**src/rtl/spi_target.sv**
```systemverilog
// SPI mode-0 target: oversampled CS/SCK/MOSI, MSB-first word deserialiser/serialiser with one-entry TX buffer.
// Optional sticky TX underrun flag when SPI_TARGET_UNDERRUN_EN is defined.
module spi_target #(
    parameter int unsigned           DATA_WIDTH  = 8,
    parameter int unsigned           SYNC_STAGES = 2,
    parameter logic [DATA_WIDTH-1:0] IDLE_WORD   = 8'hFF
) (
    input  logic                  clk_i,
    input  logic                  rst_i,
    input  logic [DATA_WIDTH-1:0] tx_data_i,
    input  logic                  tx_valid_i,
    output logic                  tx_ready_o,
    output logic [DATA_WIDTH-1:0] rx_data_o,
    output logic                  rx_valid_o,
    output logic                  selected_o,
`ifdef SPI_TARGET_UNDERRUN_EN
    output logic                  tx_underrun_o,
    input  logic                  tx_underrun_clr_i,
`endif
    input  logic                  spi_cs_i,
    input  logic                  spi_clk_i,
    input  logic                  spi_mosi_i,
    output logic                  spi_miso_o,
    output logic                  spi_miso_oe_o
);

    localparam int unsigned CNT_W   = $clog2(DATA_WIDTH);
    localparam int unsigned FLUSH   = SYNC_STAGES + 1;
    localparam int unsigned FLUSH_W = $clog2(FLUSH + 1);

    typedef enum logic {
        IDLE     = 1'b0,
        SELECTED = 1'b1
    } state_t;

    state_t                  state_q, state_d;
    logic [SYNC_STAGES-1:0]  cs_sync_q, cs_sync_d;
    logic [SYNC_STAGES-1:0]  sck_sync_q, sck_sync_d;
    logic [SYNC_STAGES-1:0]  mosi_sync_q, mosi_sync_d;
    logic                    cs_prev_q, cs_prev_d;
    logic                    sck_prev_q, sck_prev_d;
    logic [FLUSH_W-1:0]      flush_cnt_q, flush_cnt_d;
    logic                    armed_q, armed_d;
    logic [CNT_W-1:0]        bit_cnt_q, bit_cnt_d;
    logic [DATA_WIDTH-2:0]   rx_shift_q, rx_shift_d;
    logic [DATA_WIDTH-1:0]   rx_data_q, rx_data_d;
    logic                    rx_valid_q, rx_valid_d;
    logic [DATA_WIDTH-1:0]   tx_shift_q, tx_shift_d;
    logic [DATA_WIDTH-1:0]   tx_buf_q, tx_buf_d;
    logic                    tx_full_q, tx_full_d;
    logic                    reload_q, reload_d;

    logic                    cs_s, sck_s, mosi_s;
    logic                    cs_fall, cs_rise, sck_rise, sck_fall;
    logic                    flush_done;
    logic                    load;
    logic                    accept;
    logic [DATA_WIDTH-1:0]   rx_word;

    assign cs_s   = cs_sync_q[SYNC_STAGES-1];
    assign sck_s  = sck_sync_q[SYNC_STAGES-1];
    assign mosi_s = mosi_sync_q[SYNC_STAGES-1];

    // The chain resets to "CS high"; only trust a falling edge once real samples
    // have flushed through and CS has been seen high, so a CS held low across
    // reset is not mistaken for a new selection.
    assign flush_done = (flush_cnt_q == FLUSH_W'(FLUSH));
    assign cs_fall    = armed_q & cs_prev_q & ~cs_s;
    assign cs_rise    = ~cs_prev_q & cs_s;
    assign sck_rise   = ~sck_prev_q & sck_s;
    assign sck_fall   = sck_prev_q & ~sck_s;
    assign accept     = tx_valid_i & ~tx_full_q;
    assign rx_word    = {rx_shift_q, mosi_s};

    always_comb begin
        cs_sync_d   = {cs_sync_q[SYNC_STAGES-2:0], spi_cs_i};
        sck_sync_d  = {sck_sync_q[SYNC_STAGES-2:0], spi_clk_i};
        mosi_sync_d = {mosi_sync_q[SYNC_STAGES-2:0], spi_mosi_i};
        cs_prev_d   = cs_s;
        sck_prev_d  = sck_s;
        flush_cnt_d = flush_done ? flush_cnt_q : flush_cnt_q + 1'b1;
        armed_d     = armed_q | (flush_done & cs_s & cs_prev_q);
    end

    always_comb begin
        state_d    = state_q;
        bit_cnt_d  = bit_cnt_q;
        rx_shift_d = rx_shift_q;
        rx_data_d  = rx_data_q;
        rx_valid_d = 1'b0;
        tx_shift_d = tx_shift_q;
        tx_buf_d   = tx_buf_q;
        tx_full_d  = tx_full_q;
        reload_d   = reload_q;
        load       = 1'b0;

        case (state_q)
            IDLE: begin
                if (cs_fall) begin
                    state_d   = SELECTED;
                    bit_cnt_d = '0;
                    reload_d  = 1'b0;
                    load      = 1'b1;
                end
            end
            SELECTED: begin
                if (cs_rise) begin
                    state_d    = IDLE;
                    bit_cnt_d  = '0;
                    reload_d   = 1'b0;
                    tx_shift_d = '0;
                end else begin
                    if (sck_rise) begin
                        rx_shift_d = rx_word[DATA_WIDTH-2:0];
                        if (bit_cnt_q == CNT_W'(DATA_WIDTH - 1)) begin
                            bit_cnt_d  = '0;
                            rx_data_d  = rx_word;
                            rx_valid_d = 1'b1;
                            reload_d   = 1'b1;
                        end else begin
                            bit_cnt_d = bit_cnt_q + 1'b1;
                        end
                    end
                    // A word boundary reloads on the falling edge so MISO carries the
                    // next MSB before the controller's next sampling edge.
                    if (sck_fall) begin
                        if (reload_q) begin
                            load     = 1'b1;
                            reload_d = 1'b0;
                        end else begin
                            tx_shift_d = tx_shift_q << 1;
                        end
                    end
                end
            end
            default: state_d = IDLE;
        endcase

        if (load) begin
            if (tx_full_q) begin
                tx_shift_d = tx_buf_q;
                tx_full_d  = 1'b0;
            end else begin
                tx_shift_d = IDLE_WORD;
            end
        end
        // accept needs an empty buffer, so it never collides with a load that empties it
        if (accept) begin
            tx_buf_d  = tx_data_i;
            tx_full_d = 1'b1;
        end
    end

    always_ff @(posedge clk_i) begin
        if (!rst_i) begin
            state_q     <= IDLE;
            cs_sync_q   <= '1;
            sck_sync_q  <= '0;
            mosi_sync_q <= '0;
            cs_prev_q   <= 1'b1;
            sck_prev_q  <= 1'b0;
            flush_cnt_q <= '0;
            armed_q     <= 1'b0;
            bit_cnt_q   <= '0;
            rx_shift_q  <= '0;
            rx_data_q   <= '0;
            rx_valid_q  <= 1'b0;
            tx_shift_q  <= '0;
            tx_buf_q    <= '0;
            tx_full_q   <= 1'b0;
            reload_q    <= 1'b0;
        end else begin
            state_q     <= state_d;
            cs_sync_q   <= cs_sync_d;
            sck_sync_q  <= sck_sync_d;
            mosi_sync_q <= mosi_sync_d;
            cs_prev_q   <= cs_prev_d;
            sck_prev_q  <= sck_prev_d;
            flush_cnt_q <= flush_cnt_d;
            armed_q     <= armed_d;
            bit_cnt_q   <= bit_cnt_d;
            rx_shift_q  <= rx_shift_d;
            rx_data_q   <= rx_data_d;
            rx_valid_q  <= rx_valid_d;
            tx_shift_q  <= tx_shift_d;
            tx_buf_q    <= tx_buf_d;
            tx_full_q   <= tx_full_d;
            reload_q    <= reload_d;
        end
    end

`ifdef SPI_TARGET_UNDERRUN_EN
    logic underrun_q, underrun_d;
    logic underrun_set;

    assign underrun_set = load & ~tx_full_q;

    always_comb begin
        underrun_d = underrun_q;
        if (tx_underrun_clr_i) begin
            underrun_d = 1'b0;
        end
        if (underrun_set) begin
            underrun_d = 1'b1;
        end
    end

    always_ff @(posedge clk_i) begin
        if (!rst_i) begin
            underrun_q <= 1'b0;
        end else begin
            underrun_q <= underrun_d;
        end
    end

    assign tx_underrun_o = underrun_q;
`endif

    assign tx_ready_o    = ~tx_full_q;
    assign rx_data_o     = rx_data_q;
    assign rx_valid_o    = rx_valid_q;
    assign selected_o    = (state_q == SELECTED);
    assign spi_miso_oe_o = (state_q == SELECTED);
    assign spi_miso_o    = (state_q == SELECTED) ? tx_shift_q[DATA_WIDTH-1] : 1'b0;

endmodule
```
**config.mk**
```make
export PLATFORM = sky130hd
export DESIGN_NAME = spi_target
export DESIGN_NICKNAME = d
export VERILOG_FILES = /design/src/rtl/spi_target.sv
export SDC_FILE = /design/constraint.sdc
export NUM_CORES = 1
export LEC_CHECK = 0
export CORE_ASPECT_RATIO = 1.2
export CORE_MARGIN = 1
export CORE_UTILIZATION = 58
export CTS_CLUSTER_SIZE = 28
export DETAILED_ROUTE_END_ITERATION = 6
export GPL_ROUTABILITY_DRIVEN = 0
export MAX_ROUTING_LAYER = met4
export PLACE_DENSITY = 0.83
export SLEW_MARGIN = 10
export SYNTH_ARGS = -nofsm -noshare
export SYNTH_HDL_FRONTEND = slang
export SYNTH_SLANG_ARGS = --single-unit
```
**constraint.sdc**
```tcl
create_clock -name clk_i -period 2.4 [get_ports clk_i]
set_input_delay 0.24 -clock clk_i [delete_from_list [all_inputs] [get_ports clk_i]]
set_output_delay 0.24 -clock clk_i [all_outputs]
set_load 0.005 [all_outputs]
```
* Word level (Yosys, flattened, before mapping)
Cells that the tools add are included.
Storage, ports and cells: bits in registers 49, logic and storage cells 78, input bits 14
Operators by class: eq/ne operators 5, bitwise gates (word level) 18, reductions and logical operators 8, multiplexer cells 29, add/sub/neg operators 2
Operator list (count):
- 8-bit 2-to-1 mux | 6
- 1-bit 2-to-1 mux | 15
- 3-bit 2-to-1 mux | 4
- 1-bit NOT | 9
- 1-bit bitwise AND | 8
- 3-bit by 1-bit inequality test with 1-bit output, second input constant | 2
- 1-bit one-hot mux with 2 select lines | 3
- 3-bit one-hot mux with 2 select lines | 1
- 3-bit AND reduction | 2
- 4-bit AND reduction | 1
- 2-bit nonzero test | 2
- 4-bit OR reduction | 1
- 3-bit by 1-bit adder with 3-bit output, second input constant | 1
- 3-bit == test, second input constant | 1
- 3-bit nonzero test | 1
- 2-bit by 1-bit adder with 2-bit output, second input constant | 1
- 2-bit == test, second input constant | 1
- 2-bit inequality test, second input constant | 1
- 2-bit AND reduction | 1
- 1-bit OR | 1

* Longest topological paths before layout
word-level depth 7, depth in mapped cells 6, mapped depth without buffers 5

* Worst setup path after synthesis
OpenSTA, ideal clock, no wires.
path kind register to register, from register state_q (netlist: selected_o), to register tx_shift_q[0], slack 1.038 ns, clock period less this slack 1.362 ns, required time 2.277 ns, path buffers 2, arrival time 1.239 ns, stages on the path, launching flop included 7, path through dfxtp_1 -> buf_4 -> and3b_1 -> o21ba_2 -> buf_6 -> o221ai_1 -> o21ai_1
Between the ends: cells in the longest elaborated chain, start to end 4
RTL lines:
- start, declared | line 36 | state_t state_q, state_d;
- start signal, assigned | line 173 | state_q <= state_d;
- 1-bit NOT
- 1-bit one-hot mux with 2 select lines | line 97 | case (state_q)
- 3-bit by 1-bit inequality test with 1-bit output (no source line), or another cell as far along
- 3-bit AND reduction (no source line)
- end signal, assigned | line 185 | tx_shift_q <= tx_shift_d;
- end, declared | line 48 | logic [DATA_WIDTH-1:0] tx_shift_q, tx_shift_d;
Parallel ways exist; a longest one is shown, timed or not. A chain may end at the register's enable or synchronous reset.

* Worst setup path in the final report
from register state_q (netlist: selected_o), to output port spi_miso_o
Between the ends: cells in the longest elaborated chain, start to end 1
RTL lines:
- 1-bit 2-to-1 mux | line 224 | assign spi_miso_o = (state_q == SELECTED) ? tx_shift_q[DATA_WIDTH-1] : 1'b0;
- end, declared | line 23 | output logic spi_miso_o,
Every way passes these cells.

==> impl_metrics.tcl <==
set metrics [dict create \
    status "finished, violations left" \
    failed_checks "DRC" \
    leakage_uw 0.000861 \
    yosysSeqAreaShare_pct 45.8 \
    gr-total-overflow 0 \
    synth-edff-count 0 \
    yosysTopAreaCell "dfxtp_1" \
    cp_top_family "flip-flops" \
    io_buffers 26 \
    pre_cts_slack_ns 0.502 \
    synthesis.area_um2 2140 \
    skew_ns 0.00498 \
    pwr-share-seq_pct 58.7 \
    antenna_found_initial 0 \
    powerDensity_nw_per_um2 597 \
    htreeDepth 2 \
    hold_depth 1 \
    finalNonFillerCells 273 \
    grt_max_degree 32 \
    dp_hpwl_um 2550 \
    final_area_um2 2440 \
    fin_ws_ns 0.560 \
    vias_per_cell 5.51 \
    cts_hold_buf 0 \
    hp-class "reg -> reg" \
    num_rows 23 \
    period_minus_slack_ns 1.84 \
    critical_path_buf_inv_count 1 \
    synth.net_count 232 \
    switching_share_pct 22.4 \
    cts_buffer_depth 2 \
    die_h_um 68.6 \
    ys_ff_latch 49 \
    p_sw_uw 327 \
    worst_pin_slew_ns 0.904 \
    die_w_um 57.5 \
    routed_wl_um 3680 \
    drt-pass1-iter-count 6 \
    hold_viol 0 \
    ant_nets 0 \
    worst_r2r_path_depth 4 \
    crit_fanout 15 \
    fmax_ghz 0.543 \
    grt_pass1_vias 1418 \
    synth_top_area_share_pct 45.8 \
    num_vias 1504 \
    tritoncts "built" \
    synth_cell_types 41 \
    synthArstFlopShare_pct 0 \
    crit_required_ns 2.16 \
    ys_warn_count 0 \
    coreArea_um2 3420 \
    cts_buffers 5 \
    finalSetupTns_ns 0 \
    maxSlewViolCount 0 \
    crit_path_max_incr_delay_ns 0.60 \
    rsz0062_at_grt "no" \
    layout.nets 253 \
    io_pins 27 \
    avgSynthCellArea_um2 9.96 \
    wl_per_cell_um 13.5 \
    pwr-share-comb_pct 7.6 \
    total_power_uw 1460 \
    dieArea_um2 3940 \
    synthTopCellsByArea "dfxtp_1 46%, nand2_1 6.1%, mux2i_1 4.2%" \
    placed_cell_area_um2 2360 \
    worstPathCellList "and2_1, clkdlybuf4s50_1" \
    post_cts_resized 0 \
    slew_headroom_pct 39.5 \
    cp.arrival_ns 1.60 \
    crit_path_end_kind "output port" \
    clkTransAtPathRegs_ns 0.08 \
    cellInternalPower_uw 1130 \
    first_iter_violations 50 \
    finalCritPeriodShare_pct 76.7 \
    critPathKind "reg -> out" \
    dp.cells 266 \
    setup_viol 0 \
    cp_slowest_cell "dfxtp_1" \
    root_buffer "clkbuf_8" \
    drive_gt1_share_pct 13.6 \
    start_kind "flop" \
    start_util_pct 62.5 \
    maxCapViolations 0 \
    n_fill_cell 290 \
    max-vdd-ir-drop_mv 0.458 \
    clock_sinks 49 \
    num_antenna_cells 0 \
    syn_inst 215 \
    clock_latency_ns 0.31 \
    grtUsageTotal_pct 21.6 \
    cts_setup_buffers 0 \
    grt_pass1_wl_um 6170 \
    route.detailed.drc 1 \
    path_depth 2 \
    syn2layout_area_growth_pct 14.1 \
    synthFlopType "dfxtp_1" \
    p_clk_share_pct 33.6 \
]
## worst register-to-register path, cell delays in order, from the launching register on
cell     delay (ns)
dfxtp_1        0.60
and4b_1        0.35
and2_1         0.34
o22ai_1        0.16
a31oi_1        0.19
## metal layers
| layer | vias up | share of wire [%] | global-route usage, % |
|---|---|---|---|
| li1 | 784 | - | - |
| met1 | 697 | 46 | 24.3 |
| met2 | 16 | 49 | 34.4 |
| met3 | 7 | 3.3 | 7.65 |
| met4 | 0 | 2.0 | 10.4 |
| met5 | - | 0 | - |
## per-stage QoR
stage          utilization, %  hold slack, ns
3_5_place_dp             68.8           0.398
2_1_floorplan               -           0.341
4_1_cts                  71.3           0.417
3_3_place_gp             68.8           0.397
5_1_grt                  71.3           0.437
6_report                 71.3           0.412
## cells in the mapped netlist, types with 3 or more instances
cell and n:
dfxtp_1 49, nand2_1 35, nor2b_1 12, and2_1 9, mux2i_1 9, a21boi_0 8
a21boi_2 8, a31oi_1 8, nand3_2 8, clkbuf_1 7, o22ai_1 7, o31ai_1 7
nand2b_1 5, buf_6 4, buf_4 3, ha_1 3
## area by class of cell
type                    instances  area, µm²  share of cell area (%)
inverters                       1       3.75                   0.154
flip-flops and latches         49        981                    40.2
well taps                      37       46.3                    1.90
clock buffers                   7       86.3                    3.53
repair buffers                 30        290                    11.9
multi-input cells             149       1030                    42.4
## cells by family after synthesis
| logic type | share of synthesized area, % |
|---|---|
| xor+xnor | 0.409 |
| mux | 4.21 |
| fa+ha+maj | 1.75 |
| compound gates | 17.8 |
| buf+inv | 5.84 |
| simple gates | 24.2 |
| flops | 45.8 |
## worst paths after layout
check	slack [ns]	endpoint	startpoint
setup / recovery	0.56	spi_miso_o	selected_o$_SDFF_PN0_
hold / removal	0.41	cs_sync_q[1]$_SDFF_PN1_	cs_sync_q[0]$_SDFF_PN1_
setup reg to reg	0.70	tx_shift_q[3]$_SDFFE_PN0P_	selected_o$_SDFF_PN0_
hold reg to reg	0.41	cs_sync_q[1]$_SDFF_PN1_	cs_sync_q[0]$_SDFF_PN1_
## cells in the final DEF (no fill, tap or decap), drive strengths merged, types with 2 or more instances in the layout
| cell type | Yosys | layout |
|---|---|---|
| a21oi | 2 | 2 |
| and2 | 9 | 9 |
| nor2 | 2 | 2 |
| nor3 | 2 | 2 |
| a32oi | 2 | 2 |
| o31ai | 7 | 7 |
| clkbuf | 8 | 7 |
| ha | 3 | 3 |
| o22ai | 7 | 7 |
| a31oi | 8 | 8 |
| a21boi | 17 | 17 |
| buf | 8 | 4 |
| nand2 | 35 | 35 |
| nand2b | 6 | 6 |
| clkdlybuf4s50 | 0 | 26 |
| mux2i | 9 | 9 |
| nor2b | 12 | 12 |
| nand3 | 9 | 9 |
| dfxtp | 49 | 49 |
| and2b | 2 | 2 |
| and3 | 2 | 2 |
| o21a | 2 | 2 |
| and3b | 2 | 2 |
| o21ai | 3 | 3 |
## sequential cells by signal, indices dropped and copies added (netlist names), 3 cells and up
name and flops:
bit_cnt_q 3, rx_data_o 8, rx_shift_q 7, tx_buf_q 8
tx_shift_q 8
## power by group through the flow
stage / logic (µW) / clock network [µW] / registers (µW)
3_5_place_dp: 111 / 0 / 876
2_1_floorplan: 76.8 / 0 / 871
3_3_place_gp: 106 / 0 / 875
4_1_cts: 113 / 496 / 857
5_1_grt: 123 / 534 / 861
6_report: 111 / 490 / 857
(Power assumes the default switching activity.)
